## src/rtl/instr_encoder_loader_if.sv

```systemverilog
// Request and instruction-memory write bus for instr_encoder_loader.
// The master side produces requests and owns wr_ready; the slave is the encoder.
interface instr_encoder_loader_if;
  logic        req_valid;
  logic        req_ready;
  logic [3:0]  req_op;
  logic [4:0]  req_rs;
  logic [4:0]  req_rt;
  logic [4:0]  req_rd;
  logic [15:0] req_imm;
  logic [25:0] req_target;
  logic        req_last;
  logic        wr_en;
  logic        wr_ready;
  logic [31:0] wr_addr;
  logic [31:0] wr_data;

  modport master (
    output req_valid, req_op, req_rs, req_rt, req_rd, req_imm, req_target, req_last, wr_ready,
    input  req_ready, wr_en, wr_addr, wr_data
  );

  modport slave (
    input  req_valid, req_op, req_rs, req_rt, req_rd, req_imm, req_target, req_last, wr_ready,
    output req_ready, wr_en, wr_addr, wr_data
  );
endinterface

```

## src/rtl/instr_encoder_loader.sv

```systemverilog
// Packs mnemonic requests into MIPS instruction words and streams them to instruction memory.
// Define FP_LDST_EN to add LWC1/SWC1 encodings (ops 13/14); otherwise they are illegal.
module instr_encoder_loader #(
  parameter logic [31:0] BASE_ADDR = 32'h0000_0000,
  parameter int unsigned DEPTH     = 256,
  parameter int unsigned CNT_W     = 9
) (
  input  logic                 clk,
  input  logic                 rst_n,
  input  logic                 start,
  instr_encoder_loader_if.slave bus,
  output logic                 busy,
  output logic                 done,
  output logic                 err,
  output logic [CNT_W-1:0]     word_cnt
);

  localparam logic [1:0] S_IDLE  = 2'd0;
  localparam logic [1:0] S_RUN   = 2'd1;
  localparam logic [1:0] S_DRAIN = 2'd2;
  localparam logic [1:0] S_DONE  = 2'd3;

  logic [1:0]       r_state;
  logic             r_wr_en;
  logic [31:0]      r_wr_addr;
  logic [31:0]      r_wr_data;
  logic             r_err;
  logic [CNT_W-1:0] r_cnt;

  logic             w_complete;
  logic             w_accept;
  logic             w_legal;
  logic             w_room;
  logic             w_full;
  logic [31:0]      w_enc;
  logic [CNT_W:0]   w_fill;

  // Words written plus the one held in the output register.
  assign w_fill     = {1'b0, r_cnt} + {{CNT_W{1'b0}}, r_wr_en};
  assign w_room     = w_fill < (CNT_W+1)'(DEPTH);
  assign w_full     = w_fill == (CNT_W+1)'(DEPTH);
  assign w_complete = r_wr_en & bus.wr_ready;

  assign bus.req_ready = (r_state == S_RUN) & (~r_wr_en | bus.wr_ready) & w_room;
  assign w_accept      = bus.req_valid & bus.req_ready;

  always_comb begin
    w_legal = 1'b1;
    w_enc   = '0;
    case (bus.req_op)
      4'd0:  w_enc = {6'h00, bus.req_rs, bus.req_rt, bus.req_rd, 5'd0, 6'h20};
      4'd1:  w_enc = {6'h00, bus.req_rs, bus.req_rt, bus.req_rd, 5'd0, 6'h22};
      4'd2:  w_enc = {6'h00, bus.req_rs, bus.req_rt, bus.req_rd, 5'd0, 6'h24};
      4'd3:  w_enc = {6'h00, bus.req_rs, bus.req_rt, bus.req_rd, 5'd0, 6'h25};
      4'd4:  w_enc = {6'h00, bus.req_rs, bus.req_rt, bus.req_rd, 5'd0, 6'h2A};
      4'd5:  w_enc = {6'h00, bus.req_rs, 15'd0, 6'h08};
      4'd6:  w_enc = {6'h08, bus.req_rs, bus.req_rt, bus.req_imm};
      4'd7:  w_enc = {6'h23, bus.req_rs, bus.req_rt, bus.req_imm};
      4'd8:  w_enc = {6'h2B, bus.req_rs, bus.req_rt, bus.req_imm};
      4'd9:  w_enc = {6'h04, bus.req_rs, bus.req_rt, bus.req_imm};
      4'd10: w_enc = {6'h05, bus.req_rs, bus.req_rt, bus.req_imm};
      4'd11: w_enc = {6'h02, bus.req_target};
      4'd12: w_enc = {6'h03, bus.req_target};
`ifdef FP_LDST_EN
      4'd13: w_enc = {6'h31, bus.req_rs, bus.req_rt, bus.req_imm};
      4'd14: w_enc = {6'h39, bus.req_rs, bus.req_rt, bus.req_imm};
`endif
      default: w_legal = 1'b0;
    endcase
  end

  always_ff @(posedge clk or negedge rst_n) begin
    if (!rst_n) begin
      r_state   <= S_IDLE;
      r_wr_en   <= 1'b0;
      r_wr_addr <= BASE_ADDR;
      r_wr_data <= '0;
      r_err     <= 1'b0;
      r_cnt     <= '0;
    end else if (start) begin
      r_state   <= S_RUN;
      r_wr_en   <= 1'b0;
      r_wr_addr <= BASE_ADDR;
      r_err     <= 1'b0;
      r_cnt     <= '0;
    end else begin
      if (w_complete) begin
        r_wr_addr <= r_wr_addr + 32'd4;
        r_cnt     <= r_cnt + 1'b1;
      end
      case (r_state)
        S_RUN: begin
          if (w_accept) begin
            // Acceptance implies any held word completes this cycle, so an
            // illegal request leaves nothing pending and may finish directly.
            r_wr_en <= w_legal;
            if (w_legal) r_wr_data <= w_enc;
            else         r_err     <= 1'b1;
            if (bus.req_last) r_state <= w_legal ? S_DRAIN : S_DONE;
          end else begin
            if (w_complete) r_wr_en <= 1'b0;
            if (bus.req_valid & w_full & ~w_complete) r_err <= 1'b1;
          end
        end
        S_DRAIN: begin
          if (w_complete) begin
            r_wr_en <= 1'b0;
            r_state <= S_DONE;
          end
        end
        S_DONE:  r_state <= S_IDLE;
        default: r_state <= S_IDLE;
      endcase
    end
  end

  assign bus.wr_en   = r_wr_en;
  assign bus.wr_addr = r_wr_addr;
  assign bus.wr_data = r_wr_data;
  assign busy        = (r_state == S_RUN) | (r_state == S_DRAIN);
  assign done        = (r_state == S_DONE);
  assign err         = r_err;
  assign word_cnt    = r_cnt;

endmodule

```

## src/flat_wrapper.sv

```systemverilog
// flat-port wrapper written by rule: the top's interface ports become plain ports
module instr_encoder_loader_flat 
#(
  parameter logic [31:0] BASE_ADDR = 32'h0000_0000,
  parameter int unsigned DEPTH     = 256,
  parameter int unsigned CNT_W     = 9
)
  (clk, rst_n, start, busy, done, err, word_cnt, bus_req_valid, bus_req_op, bus_req_rs, bus_req_rt, bus_req_rd, bus_req_imm, bus_req_target, bus_req_last, bus_wr_ready, bus_req_ready, bus_wr_en, bus_wr_addr, bus_wr_data);
  instr_encoder_loader_if bus_i ();
  input  logic clk;
  input  logic rst_n;
  input  logic start;
  output logic busy;
  output logic done;
  output logic err;
  output logic [CNT_W-1:0] word_cnt;
  input wire logic [$bits(bus_i.req_valid)-1:0] bus_req_valid;
  input wire logic [$bits(bus_i.req_op)-1:0] bus_req_op;
  input wire logic [$bits(bus_i.req_rs)-1:0] bus_req_rs;
  input wire logic [$bits(bus_i.req_rt)-1:0] bus_req_rt;
  input wire logic [$bits(bus_i.req_rd)-1:0] bus_req_rd;
  input wire logic [$bits(bus_i.req_imm)-1:0] bus_req_imm;
  input wire logic [$bits(bus_i.req_target)-1:0] bus_req_target;
  input wire logic [$bits(bus_i.req_last)-1:0] bus_req_last;
  input wire logic [$bits(bus_i.wr_ready)-1:0] bus_wr_ready;
  output wire logic [$bits(bus_i.req_ready)-1:0] bus_req_ready;
  output wire logic [$bits(bus_i.wr_en)-1:0] bus_wr_en;
  output wire logic [$bits(bus_i.wr_addr)-1:0] bus_wr_addr;
  output wire logic [$bits(bus_i.wr_data)-1:0] bus_wr_data;
  assign bus_i.req_valid = bus_req_valid;
  assign bus_i.req_op = bus_req_op;
  assign bus_i.req_rs = bus_req_rs;
  assign bus_i.req_rt = bus_req_rt;
  assign bus_i.req_rd = bus_req_rd;
  assign bus_i.req_imm = bus_req_imm;
  assign bus_i.req_target = bus_req_target;
  assign bus_i.req_last = bus_req_last;
  assign bus_i.wr_ready = bus_wr_ready;
  assign bus_req_ready = bus_i.req_ready;
  assign bus_wr_en = bus_i.wr_en;
  assign bus_wr_addr = bus_i.wr_addr;
  assign bus_wr_data = bus_i.wr_data;
  instr_encoder_loader #(.BASE_ADDR(BASE_ADDR), .DEPTH(DEPTH), .CNT_W(CNT_W)) u_core (.clk(clk), .rst_n(rst_n), .start(start), .bus(bus_i), .busy(busy), .done(done), .err(err), .word_cnt(word_cnt));
endmodule
```

## config.mk

```make
export PLATFORM = sky130hd
export DESIGN_NAME = instr_encoder_loader_flat
export DESIGN_NICKNAME = d
export VERILOG_FILES = /design/src/rtl/instr_encoder_loader_if.sv /design/src/rtl/instr_encoder_loader.sv /design/src/flat_wrapper.sv
export SDC_FILE = /design/constraint.sdc
export NUM_CORES = 1
export LEC_CHECK = 0
export CORE_MARGIN = 2
export CORE_UTILIZATION = 39
export DETAILED_ROUTE_END_ITERATION = 8
export DONT_BUFFER_PORTS = 1
export PLACE_DENSITY = 0.55
export RECOVER_POWER = 25
export SYNTH_ARGS = -nofsm -noshare
export SYNTH_HDL_FRONTEND = slang
export SYNTH_SLANG_ARGS = --single-unit
```

## constraint.sdc

```tcl
create_clock -name clk -period 2.98 [get_ports clk]
set_input_delay 0.447 -clock clk [delete_from_list [all_inputs] [get_ports clk]]
set_output_delay 0.447 -clock clk [all_outputs]
set_load 0.01 [all_outputs]
```

==> flow_metrics.tcl <==
set metrics [dict create \
    syn-instance-count 523 \
    globalRouteOverflowTotal 0 \
    multi_input_area_um2 2700 \
    fillCellCount 1201 \
    final_net_count 574 \
    root_buffer "clkbuf_16" \
    first_global_vias 4001 \
    fin_crit_ns 2.60 \
    syn_area_um2 4830 \
    power_leakage_nw 2.21 \
    die_x_um 115 \
    gp_congestion 0.782 \
    cts_setup_buffers 0 \
    r2r_slack_ns 0.38 \
    grtUsageTotal_pct 20.4 \
    met1_usage_pct 27.2 \
    busiest_layer "met2" \
    fin_crit_sh_pct 87.2 \
    r2r-end "u_core.bus.wr_data[0]$_DFFE_PN0P_" \
    synth_edf_count 0 \
    layout_common_cells "dfrtp_1 (74), nor2_1 (42), a22oi_1 (31)" \
    grt_setup_unrepaired "no" \
    grt_pass1_wl_um 21400 \
    drc 0 \
    relSlewSlack_pct -26.9 \
    pre_cts_ws_ns 0.362 \
    fp.dieH_um 115 \
    crit-reg2reg-launch "u_core.bus.wr_en$_DFFE_PN0P_" \
    cts_max_level 3 \
    syn2layout_area_growth_pct 6.68 \
    synthArstFlopShare_pct 100 \
    synth_cell_types 68 \
    seqCellArea_um2 1850 \
    synth.yosys.seq_area_share_pct 38.3 \
    clockBufferDepth 2 \
    crit_path_end_kind "flip-flop" \
    synth_warnings 0 \
    required_ns 3.20 \
    start_util_pct 40.0 \
    drtIter0Drc 237 \
    io_pins 145 \
    wire_per_inst_um 19.9 \
    ys_seq_elements 74 \
    cp-startpoint "u_core.bus.wr_en$_DFFE_PN0P_" \
    wl_um 13400 \
    worst_pin_slew_ns 1.90 \
    viasPerCell 6.09 \
    cts.clk_slew.worst_paths_ns 0.06 \
    mostFrequentLayoutCell "dfrtp_1" \
    final_core_util_pct 42.7 \
    first_pass_iters 5 \
    met3_usage_pct 5.27 \
    portBuffers 0 \
    power.total_mw 3.14 \
    clk_latency_ns 0.34 \
    dieArea_um2 13300 \
    violations "max-capacitance violations, max-slew violations" \
    path_class "reg2reg" \
    cap_violations 1 \
    skew_ns 0.00732 \
    hold_depth 1 \
    cts_tree "done" \
    hpwl_um 9250 \
    ant_nets 0 \
    status "complete, but fails checks" \
    reg2reg_depth 7 \
    power_density_nw_per_um2 609 \
    max_clock_freq_mhz 385 \
    clock-sinks 74 \
    whs_endpoint "u_core.word_cnt[5]$_DFFE_PN0N_" \
    drive_gt1_share_pct 8.51 \
    worstPathArrival_ns 2.81 \
    postSynthAreaPerCell_um2 9.23 \
    setup_slack_ns 0.382 \
    antenna_found_initial 0 \
    irDropWorstVdd_mv 0.239 \
    hp-start "start" \
    slew_violations 75 \
    cp_max_fo 27 \
    tns_ns 0 \
    hold_viol 0 \
    vias 4099 \
    synth_flop_cell "dfrtp_1" \
    min_path_type "in2reg" \
    num_rows 40 \
    cts_buffers 9 \
    core_um2 12100 \
    critPathLaunchType "flip-flop" \
    antennaDiodeCount 0 \
    grt_max_degree 75 \
    met2_usage_pct 32.7 \
    finalSetupViolations 0 \
]
[logic make-up (layout without fill, tap and decap cells)]
| group | after synthesis | after routing | synth area share [%] |
|---|---|---|---|
| buf+inv | 64 | 44 | 5.91 |
| xor+xnor | 25 | 25 | 4.53 |
| fa+ha+maj | 7 | 7 | 1.81 |
| simple gates | 165 | 165 | 19.5 |
| other cells | 1 | 3 | 0.0776 |
| flops | 74 | 74 | 38.3 |
| compound gates | 157 | 157 | 23.1 |
| mux | 30 | 30 | 6.76 |
[sequential cells by signal, summed over array words and instances, names as in the netlist]
name / flops
u_core.word_cnt: 9
u_core.r_state: 2
u_core.bus.wr_data: 31
u_core.bus.wr_addr: 30
u_core.err: 1
u_core.bus.wr_en: 1
[report_power, final]
part	total, mW	internal [mW]	switching, mW
registers	1.54	1.23	0.309
logic	0.604	0.285	0.320
clock network	0.996	0.583	0.413
total	3.14	2.10	1.04
[worst max-delay path by stage]
stage	endpoint	slack, ns	depth (start not counted)
after global routing	u_core.bus.wr_data[0]$_DFFE_PN0P_	0.19	7
after global placement	u_core.bus.wr_data[0]$_DFFE_PN0P_	0.42	7
final	u_core.bus.wr_data[0]$_DFFE_PN0P_	0.38	7
after detailed placement	u_core.bus.wr_data[11]$_DFFE_PN0P_	0.36	7
after CTS	u_core.bus.wr_data[11]$_DFFE_PN0P_	0.35	7
after floorplan	u_core.bus.wr_data[0]$_DFFE_PN0P_	0.77	8
[worst max-delay path, stage by stage (launching register included)]
cell	delay, ns
dfrtp_1	0.50
ha_1	0.24
ha_1	0.25
nand3_1	0.14
o2bb2ai_2	0.31
and2_4	0.22
nand3_4	0.34
mux2_1	0.45
[routing by layer]
layer / part of all wire (%) / routed length, um
met5: 0 / 0
met4: 1.4 / 182
met3: 7.1 / 953
met2: 47 / 6330
met1: 44 / 5940
[per-stage QoR]
| stage | hold slack (ns) | std cells | instance area, um2 |
|---|---|---|---|
| global route | 0.151 | 673 | 5150 |
| finish | 0.168 | 673 | 5150 |
| floorplan | 0.151 | 525 | 4840 |
| detailed placement | 0.154 | 656 | 4880 |
| CTS | 0.0172 | 673 | 5170 |
| global placement | 0.154 | 656 | 4880 |
[Yosys cell counts (8+ instances only)]
cell type / count / share of area, %
a32oi_1: 11 / 2.0
clkbuf_1: 19 / 1.5
o21ai_0: 18 / 1.9
nor2b_1: 12 / 1.6
nor2_1: 42 / 3.3
nand3_1: 10 / 1.0
buf_2: 9 / 0.93
mux2_1: 15 / 3.5
nand2_1: 28 / 2.2
dfrtp_1: 74 / 38
a22oi_1: 31 / 4.8
nor3_1: 8 / 0.83
mux2i_1: 9 / 1.9
a21oi_1: 27 / 2.8
xor2_1: 18 / 3.3
nand4_1: 13 / 1.7
o22ai_1: 18 / 2.3
inv_1: 20 / 1.6
[what timing repair did]
item	CTS	global route
resized for setup	0	0
hold buffers	1	0
hold endpoints to repair	74	0
[cell type report]
| cell class | count | share of cell area (%) |
|---|---|---|
| Sequential cell | 74 | 35.9 |
| Clock buffer | 13 | 4.86 |
| Inverter | 22 | 1.60 |
| Multi-Input combinational cell | 387 | 52.4 |
| Timing Repair Buffer | 6 | 0.826 |
| Clock inverter | 3 | 0.291 |
| Tap cell | 168 | 4.08 |
(Power assumes the default switching activity.)
